### config.mk
export PLATFORM = sky130hd
export DESIGN_NAME = instr_encoder_flat
export DESIGN_NICKNAME = d
export VERILOG_FILES = /design/src/rtl/mips_pkg.sv /design/src/rtl/instr_encoder_if.sv /design/src/rtl/instr_pack.sv /design/src/rtl/instr_encoder.sv /design/src/flat_wrapper.sv
export SDC_FILE = /design/constraint.sdc
export NUM_CORES = 1
export LEC_CHECK = 0
export ABC_AREA = 1
export CORE_MARGIN = 10
export CORE_UTILIZATION = 42
export DETAILED_ROUTE_END_ITERATION = 8
export GPL_TIMING_DRIVEN = 0
export HOLD_SLACK_MARGIN = 0.02
export PLACE_DENSITY = 0.81
export SYNTH_ARGS = -nofsm -noshare
export SYNTH_HDL_FRONTEND = slang
export SYNTH_SLANG_ARGS = --single-unit
### constraint.sdc
create_clock -name clk -period 1.4 [get_ports clk]
set_input_delay 0.14 -clock clk [delete_from_list [all_inputs] [get_ports clk]]
set_output_delay 0.14 -clock clk [all_outputs]
set_load 0.02 [all_outputs]
### src/rtl/mips_pkg.sv
// Shared MIPS encodings: opcodes, request kinds, encoder state.
// Imported by the encoder, its packer and the main control decoder.
package mips_pkg;

  localparam logic [5:0] OP_RTYPE = 6'b000000;
  localparam logic [5:0] OP_LW    = 6'b100011;
  localparam logic [5:0] OP_SW    = 6'b101011;
  localparam logic [5:0] OP_BEQ   = 6'b000100;
  localparam logic [5:0] OP_ADDI  = 6'b001000;
  localparam logic [5:0] OP_J     = 6'b000010;

  localparam logic [2:0] KIND_RTYPE = 3'd0;
  localparam logic [2:0] KIND_LW    = 3'd1;
  localparam logic [2:0] KIND_SW    = 3'd2;
  localparam logic [2:0] KIND_BEQ   = 3'd3;
  localparam logic [2:0] KIND_ADDI  = 3'd4;
  localparam logic [2:0] KIND_J     = 3'd5;

  typedef enum logic [1:0] {
    ST_IDLE = 2'd0,
    ST_RUN  = 2'd1,
    ST_FULL = 2'd2
  } enc_state_t;

  typedef struct packed {
    logic [2:0]  kind;
    logic [4:0]  rs;
    logic [4:0]  rt;
    logic [4:0]  rd;
    logic [5:0]  funct;
    logic [15:0] imm;
    logic [25:0] target;
  } enc_req_t;

endpackage

### src/rtl/instr_encoder_if.sv
// Request handshake into the encoder: valid/ready plus instruction fields.
// master = loader side (drives request), slave = encoder (drives ready).
interface instr_encoder_if;

  logic        req_valid;
  logic        req_ready;
  logic [2:0]  req_kind;
  logic [4:0]  req_rs;
  logic [4:0]  req_rt;
  logic [4:0]  req_rd;
  logic [5:0]  req_funct;
  logic [15:0] req_imm;
  logic [25:0] req_target;

  modport master (
    output req_valid,
    output req_kind,
    output req_rs,
    output req_rt,
    output req_rd,
    output req_funct,
    output req_imm,
    output req_target,
    input  req_ready
  );

  modport slave (
    input  req_valid,
    input  req_kind,
    input  req_rs,
    input  req_rt,
    input  req_rd,
    input  req_funct,
    input  req_imm,
    input  req_target,
    output req_ready
  );

endinterface

### src/rtl/instr_pack.sv
// Combinational packer: request kind + fields -> 32-bit MIPS word.
// Ports: req (fields), word (encoded, 0 if illegal), legal (kind 0-5).
module instr_pack
  import mips_pkg::*;
(
  input  enc_req_t    req,
  output logic [31:0] word,
  output logic        legal
);

  always_comb begin
    word  = '0;
    legal = 1'b1;
    unique case (1'b1)
      req.kind == KIND_RTYPE:
        word = {OP_RTYPE, req.rs, req.rt,
                req.rd, 5'd0, req.funct};
      req.kind == KIND_LW:
        word = {OP_LW, req.rs, req.rt, req.imm};
      req.kind == KIND_SW:
        word = {OP_SW, req.rs, req.rt, req.imm};
      req.kind == KIND_BEQ:
        word = {OP_BEQ, req.rs, req.rt, req.imm};
      req.kind == KIND_ADDI:
        word = {OP_ADDI, req.rs, req.rt, req.imm};
      req.kind == KIND_J:
        word = {OP_J, req.target};
      default:
        legal = 1'b0;
    endcase
  end

endmodule

### src/rtl/instr_encoder.sv
// Sequential instruction encoder: packs requests into MIPS words and
// writes them to consecutive imem addresses, one per cycle.
// Ports: clk, reset (async active-low), start/finish pulses, req
// (handshake interface), imem_we/imem_addr/imem_wd write port,
// count (words since start), done (full), err (sticky illegal kind).
module instr_encoder
  import mips_pkg::*;
#(
  parameter int ADDR_W = 6
) (
  input  logic              clk,
  input  logic              reset,
  input  logic              start,
  input  logic              finish,
  instr_encoder_if.slave    req,
  output logic              imem_we,
  output logic [ADDR_W-1:0] imem_addr,
  output logic [31:0]       imem_wd,
  output logic [ADDR_W:0]   count,
  output logic              done,
  output logic              err
);

  enc_state_t        state;
  enc_state_t        state_nx;
  logic [ADDR_W-1:0] ptr;
  enc_req_t          fields;
  logic [31:0]       word;
  logic              legal;
  logic              acc;
  logic              wr;
  logic              last;
  logic              arm;

  assign fields = '{
    kind:   req.req_kind,
    rs:     req.req_rs,
    rt:     req.req_rt,
    rd:     req.req_rd,
    funct:  req.req_funct,
    imm:    req.req_imm,
    target: req.req_target
  };

  instr_pack u_pack (
    .req   (fields),
    .word  (word),
    .legal (legal)
  );

  assign req.req_ready = (state == ST_RUN);
  assign acc  = req.req_valid & req.req_ready;
  assign wr   = acc & legal;
  // pointer all-ones is the last writable word
  assign last = &ptr;
  // start only re-arms from IDLE or FULL
  assign arm  = start & (state != ST_RUN);
  assign done = (state == ST_FULL);

  always_ff @(posedge clk or negedge reset) begin
    if (!reset) begin
      state <= ST_IDLE;
    end else begin
      state <= state_nx;
    end
  end

  always_comb begin
    state_nx = state;
    unique case (state)
      ST_IDLE: begin
        if (start) state_nx = ST_RUN;
      end
      ST_RUN: begin
        if (finish) begin
          state_nx = ST_IDLE;
        end else if (wr && last) begin
          state_nx = ST_FULL;
        end
      end
      ST_FULL: begin
        if (start) state_nx = ST_RUN;
      end
      default: state_nx = ST_IDLE;
    endcase
  end

  always_ff @(posedge clk or negedge reset) begin
    if (!reset) begin
      ptr       <= '0;
      count     <= '0;
      err       <= 1'b0;
      imem_we   <= 1'b0;
      imem_addr <= '0;
      imem_wd   <= '0;
    end else begin
      imem_we <= 1'b0;
      if (arm) begin
        ptr   <= '0;
        count <= '0;
        err   <= 1'b0;
      end else if (wr) begin
        imem_we   <= 1'b1;
        imem_addr <= ptr;
        imem_wd   <= word;
        ptr       <= ptr + 1'b1;
        count     <= count + 1'b1;
      end else if (acc) begin
        // illegal kind: consumed, nothing written
        err <= 1'b1;
      end
    end
  end

endmodule
### src/flat_wrapper.sv
// flat-port wrapper written by rule: the top's interface ports become plain ports
module instr_encoder_flat import mips_pkg::*;
#(
  parameter int ADDR_W = 6
)
  (clk, reset, start, finish, imem_we, imem_addr, imem_wd, count, done, err, req_req_valid, req_req_kind, req_req_rs, req_req_rt, req_req_rd, req_req_funct, req_req_imm, req_req_target, req_req_ready);
  instr_encoder_if req_i ();
  input  logic clk;
  input  logic reset;
  input  logic start;
  input  logic finish;
  output logic imem_we;
  output logic [ADDR_W-1:0] imem_addr;
  output logic [31:0] imem_wd;
  output logic [ADDR_W:0] count;
  output logic done;
  output logic err;
  input wire logic [$bits(req_i.req_valid)-1:0] req_req_valid;
  input wire logic [$bits(req_i.req_kind)-1:0] req_req_kind;
  input wire logic [$bits(req_i.req_rs)-1:0] req_req_rs;
  input wire logic [$bits(req_i.req_rt)-1:0] req_req_rt;
  input wire logic [$bits(req_i.req_rd)-1:0] req_req_rd;
  input wire logic [$bits(req_i.req_funct)-1:0] req_req_funct;
  input wire logic [$bits(req_i.req_imm)-1:0] req_req_imm;
  input wire logic [$bits(req_i.req_target)-1:0] req_req_target;
  output wire logic [$bits(req_i.req_ready)-1:0] req_req_ready;
  assign req_i.req_valid = req_req_valid;
  assign req_i.req_kind = req_req_kind;
  assign req_i.req_rs = req_req_rs;
  assign req_i.req_rt = req_req_rt;
  assign req_i.req_rd = req_req_rd;
  assign req_i.req_funct = req_req_funct;
  assign req_i.req_imm = req_req_imm;
  assign req_i.req_target = req_req_target;
  assign req_req_ready = req_i.req_ready;
  instr_encoder #(.ADDR_W(ADDR_W)) u_core (.clk(clk), .reset(reset), .start(start), .finish(finish), .req(req_i), .imem_we(imem_we), .imem_addr(imem_addr), .imem_wd(imem_wd), .count(count), .done(done), .err(err));
endmodule
==> flow_summary.ini, run 1 <==
[global_route]
met3_usage_pct = 4.84
antenna_found_initial = 0
grt.busiest_layer = met2
grt_max_degree = 34
overflow = 0
grt_pass1_wl_um = 13700
grt.met2_usage_pct = 29.1
track_usage_pct = 16.6
grt_pass1_vias = 2721
met1_usage_pct = 19.6

[cells_and_area]
layout-drive-gt1-share_pct = 13.5
syn2layout_area_growth_pct = 56.3
fin_util_pct = 69.2
antenna_cells = 0
nets = 547
n_fill_cell = 532

[die]
core-area_sq_mm = 0.00603
ios = 120
start_util_pct = 44.3
die_w_um = 99.7
chipHeight_um = 99.7
die_area_sq_mm = 0.00994
rows = 28

[worst_setup_path]
cp-end-kind = flop
r2r-end = u_core.count[2]
r2r_slack_ns = 0.04
cpPeakStageDelay_ns = 0.38
crit_path_start_kind = flop
critPathArrivalTime_ns = 1.55
crit_path_top_delay_cell = dfrtp_1
worst-path-max-fanout = 10
critical_path_class = reg -> reg
rr_startpoint = u_core.state[1]
cp_data_required_time_ns = 1.59
cp_cell_sequence = inv_2 -> nand3_4 -> nor2_4 -> clkbuf_4 -> nand3_1 -> nand2_1 -> nor2_1
worstRegToRegCells = 7

[logic_synthesis]
synth_flop_cell = dfrtp_1
async_flop_share_pct = 100
ys_warn_count = 0
synth-seq-area-share_pct = 49.7
synth_enable_flop_cells = 0
netlist_area_sq_mm = 0.00267
synth_cell_type_count = 25
synthCells = 341
synthTopCellsByArea = dfrtp_1 (50%), nand2_1 (11%), nor2_1 (8.4%), o21ai_0 (5.3%), nand3_1 (4.1%)
synth.top_cell.area_share_pct = 49.7
ys_top_cells_by_count = nand2_1 (81), nor2_1 (60), dfrtp_1 (53), o21ai_0 (28), inv_1 (24)
syn-num-nets = 414
yosysMostFrequentCell = nand2_1
synth_area_leader_cell = dfrtp_1
ys_ff_latch = 53
avgSynthCellArea_sq_um = 7.82

[sta]
setup_slack_ns = 0.0433
finalCritPeriodShare_pct = 96.9
finalSetupViolations = 0
rsz0062_at_grt = yes
slew_headroom_pct = 65.8
worst_pin_slew_ns = 0.513
fmax_mhz = 737
drv_slew = 0
finClkSkew_ns = 0.0117
hold_viol_final = 0
layout_min_cycle_time_ns = 1.36

[power_and_ir_drop]
power_w = 0.00659
p_leak_nw = 1.99
powerDensity_mw_per_mm2 = 1580
ir_worst_vdd_mv = 0.822

[place]
preCtsSetupSlack_ns = -0.394
portBuffers = 118
hpwl_um = 6780
gp_congestion = 0.802

[run_status]
outcome = complete, no violations

[drt]
ant_nets = 0
routed_wl_um = 8880
drt_iter0_markers = 119
first_pass_iters = 4
remaining_drc_errors = 0
avgViaCountPerCell = 5.01
vias = 2754
wl_per_cell_um = 16.1

[min_path]
hp-start = req_req_kind[0]
hold_path_class = in -> reg
min_to = u_core.imem_wd[27]
hold_depth = 3

[clocking]
cts_buffers = 5
clk_latency_ns = 0.30
cts_tree = yes
clock_path_buffers = 2
root_buffer = clkbuf_8
cts.htree.levels = 2
clock-sinks = 53
path_clk_slew_ns = 0.10

[run]
maxCapViolCount = 0
## worst max-delay path, delay by kind of cell, from the launching register on
family | cells | cell delay [ns]
buffers and inverters | 2 | 0.35
DFF | 1 | 0.38
and+or+nand+nor | 5 | 0.51
## cell families (layout without fill, tap and decap cells)
| kind of cell | after synthesis | after routing | share of synthesized area [%] |
|---|---|---|---|
| AND/OR/NAND/NOR | 176 | 176 | 27.8 |
| AO/OA/AOI/OAI | 64 | 64 | 12.9 |
| flip-flops | 53 | 53 | 49.7 |
| buffers and inverters | 45 | 179 | 8.54 |
| adder cells (fa/ha/maj) | 2 | 2 | 0.938 |
| other | 1 | 1 | 0.141 |
## sequential cells by signal, summed over array words and instances (netlist names)
name,cells
u_core.imem_we,1
u_core.count,7
u_core.ptr,6
u_core.err,1
u_core.imem_wd,30
u_core.state,2
u_core.imem_addr,6
## cells in the final DEF (no fill, tap or decap), types with 2 or more instances in the layout
master	count
nand2_1	81
clkdlybuf4s50_1	67
dfrtp_1	52
nor2_1	49
dlygate4sd2_1	45
o21ai_0	24
nand3_1	22
inv_1	21
a21oi_1	17
nor2_2	12
a31oi_1	12
inv_2	7
buf_4	7
clkbuf_8	6
nor2_4	4
buf_8	4
buf_2	4
o21ai_1	4
buf_6	3
a21oi_2	3
nand4_1	3
clkbuf_2	3
dlymetal6s2s_1	3
nand2_2	2
clkbuf_4	2
o21bai_1	2
ha_1	2
clkbuf_16	2
## layout make-up
| type | count | area [sq um] | area share, % |
|---|---|---|---|
| clock inverter | 2 | 13.8 | 0.330 |
| inverter | 28 | 105 | 2.52 |
| clock buffer | 6 | 82.6 | 1.98 |
| timing repair buffer | 126 | 1230 | 29.4 |
| tap | 75 | 93.8 | 2.25 |
| multi-input combinational | 243 | 1160 | 27.9 |
| sequential | 53 | 1330 | 31.8 |
| buffer | 17 | 155 | 3.72 |
## routing by layer
metal  wire, um  part of all wire, %
met5          0                    0
met4        102                  1.1
met3        651                  7.3
met2       4660                   52
met1       3470                   39
## metrics by stage
step / cell area [sq um] / setup TNS, ns / hold slack [ns] / std cells
after floorplan: 2670 / 0 / -0.156 / 341
after global placement: 3940 / -90.01 / 0.459 / 534
after detailed placement: 3960 / -13.97 / 0.145 / 535
after CTS: 4020 / 0 / 0.341 / 545
after global routing: 4170 / -0.553 / 0.205 / 550
final: 4170 / 0 / 0.208 / 550
## timing repair
item                                   CTS  global route
endpoints found under the hold margin   20             0
hold buffers                             1             0
pin swaps                                1             5
setup endpoints to repair               61            52
resized for setup                       52            39
gates cloned                             0             2
buffers inserted                         1             3
## worst max path at each step
stage                            start                  to  slack [ns]
CTS                 u_core.imem_wd[14]         imem_wd[14]      0.0004
detailed placement     req_req_kind[1]  u_core.imem_wd[20]       -0.39
global placement                 reset  u_core.imem_wd[13]       -1.47
finish                 u_core.state[1]     u_core.count[2]        0.04
floorplan              u_core.state[1]       u_core.ptr[3]        0.19
global route           u_core.state[1]   u_core.imem_wd[4]       -0.04
## power breakdown
group          switching [W]  total [W]  internal (W)
sequential          0.000357    0.00245       0.00210
combinational        0.00185    0.00321       0.00137
clock               0.000515   0.000918      0.000402
Power figures use the tool's default switching activity.
==> run 2: changes to the inputs <==
- ABC_CLOCK_PERIOD_IN_PS: default -> 1400
- CORE_UTILIZATION: 42 -> 55
- DONT_BUFFER_PORTS: default -> 1
- PLACE_DENSITY: 0.81 -> 0.7
==> run 2 against run 1 <==
  * Non-clock buffer count decreased by 84
  * Via count is 9.7% lower
  * Worst hold slack got worse by 0.17 ns
  * Highest routed layer unchanged
  * Largest power group is now sequential cells
  * Clock-buffer cell count unchanged
  * Maximum frequency rose by 3.6%
  * Largest cell class is now registers
  * Sequential share of layout area is 8.3 points higher
  * Sequential power is 33% higher
  * Critical endpoint unchanged
  * Die area fell by 19%
  * Critical path type unchanged
==> flow_summary.ini, run 2 (synthesis gave the netlist of run 1 again) <==
[run_status]
outcome = complete, no violations

[die]
rows = 25
die_area_sq_mm = 0.00804
die_w_um = 89.6
start_util_pct = 56.5
chipHeight_um = 89.6
ios = 120
core-area_sq_mm = 0.00472

[drt]
ant_nets = 0
avgViaCountPerCell = 5.43
remaining_drc_errors = 0
wl_per_cell_um = 17.4
drt_iter0_markers = 158
first_pass_iters = 4
routed_wl_um = 7960
vias = 2487

[place]
gp_congestion = 0.779
portBuffers = 0
placed_area_sq_mm = 0.00275
dp_cells = 408
hpwl_um = 5600

[power_and_ir_drop]
powerDensity_mw_per_mm2 = 1710
power_w = 0.00566
ir_worst_vdd_mv = 0.867
p_leak_nw = 1.53

[worst_setup_path]
cp_data_required_time_ns = 1.60
cp_cell_sequence = inv_2 -> nand3_2 -> nor2_4 -> buf_2 -> nand3_1 -> nand2_1 -> nor2_1
cp-end-kind = flop
crit_path_top_delay_cell = dfrtp_1
cpPeakStageDelay_ns = 0.39
worst-path-max-fanout = 10
critical_path_class = reg -> reg
critPathArrivalTime_ns = 1.51
crit_path_start_kind = flop

[sta]
drv_slew = 0
fmax_mhz = 764
finalCritPeriodShare_pct = 93.5
layout_min_cycle_time_ns = 1.31
finClkSkew_ns = 0.0101
holdWs_ns = 0.0339
hold_viol_final = 0
setup_tns_ns = 0
rsz0062_at_grt = yes
finalSetupViolations = 0

[global_route]
grt_max_degree = 54
grt_pass1_vias = 2406
track_usage_pct = 19.4
grt.met2_usage_pct = 30.9
overflow = 0
grt_pass1_wl_um = 12100
met3_usage_pct = 6.41
grt.busiest_layer = met2
met1_usage_pct = 24.0
antenna_found_initial = 0

[clocking]
root_buffer = clkbuf_8
clock_path_buffers = 2
clock-sinks = 53
cts_tree = yes
cts.htree.levels = 2
path_clk_slew_ns = 0.10
clk_latency_ns = 0.30
cts_buffers = 5

[cells_and_area]
final_common_cell = nand2_1
layout-drive-gt1-share_pct = 11.5
top_regs = u_core.imem_wd x30, u_core.count x7
nets = 463
final_cell_mix = nand2_1 (81), nor2_1 (57), dfrtp_1 (50), dlygate4sd3_1 (39), o21ai_0 (25)
syn2layout_area_growth_pct = 24.2
post-route-cell-area_sq_mm = 0.00331
antenna_cells = 0
regMostFlops = u_core.imem_wd
largest_reg_flops = 30
stdcell_count = 458

[min_path]
hold_path_class = in -> reg

[run]
maxCapViolCount = 0
run 2: cell types whose count changed in the layout (fill, tap and decap cells not counted), moves of 3 or more:
| cell | delta |
|---|---|
| clkdlybuf4s50_1 | -67 |
| dlygate4sd2_1 | -45 |
| dlygate4sd3_1 | +38 |
| nor2_1 | +8 |
| nor2_2 | -7 |
| a21oi_1 | +3 |
| a21oi_2 | -3 |
| dlymetal6s2s_1 | -3 |
run 2: timing repair:
action / 4_1_cts / 5_1_grt
buffers inserted: 1 / 1
endpoints found under the setup margin: 2 / 43
endpoints found under the hold margin: 81 / 0
gates resized for setup: 1 / 17
pin swaps: 1 / 1
hold buffers: 40 / 0
run 2: critical path, delay by kind of cell (launching register included):
family	cells	cell delay, ns
and+or+nand+nor	5	0.47
DFF	1	0.39
buffers and inverters	2	0.35
run 2: per-stage QoR:
stage | setup WS, ns | utilization [%]
after floorplan | 0.192 | -
after global placement | 0.0323 | 58.3
after detailed placement | -0.00136 | 58.3
after CTS | 0.00608 | 69.5
after global routing | -0.00903 | 70.1
final | 0.0906 | 70.1
run 2: area by class of cell:
class                      count  area [sq um]
tap                           67          83.8
clock inverter                 2          17.5
fill                         388          1410
timing repair buffer          42           433
clock buffer                   6          82.6
buffer                        17           140
inverter                      28           105
multi-input combinational    243          1120
sequential                    53          1330
run 2: worst paths after layout:
check,startpoint,end,slack [ns],cells past startpoint
max in group asynchronous,reset,u_core.count[1],0.79,2
hold / removal,req_req_target[9],u_core.imem_wd[9],0.03,2
setup / recovery,u_core.state[1],u_core.count[2],0.09,7
hold reg to reg,u_core.state[0],u_core.state[0],0.53,1
setup reg to reg,u_core.state[1],u_core.count[2],0.09,7
min in group asynchronous,reset,u_core.imem_wd[17],0.37,2
run 2: metal layers:
layer | part of all wire, % | up-vias
met5 | 0 | -
met3 | 11 | 11
met2 | 49 | 112
li1 | - | 1196
met1 | 39 | 1168
met4 | 1.0 | 0
run 2: report_power, final:
group	internal, W	total [W]	switching, W
Sequential	0.00210	0.00325	0.00115
Combinational	0.000640	0.00148	0.000842
Clock	0.000412	0.000928	0.000517
Total	0.00315	0.00566	0.00251
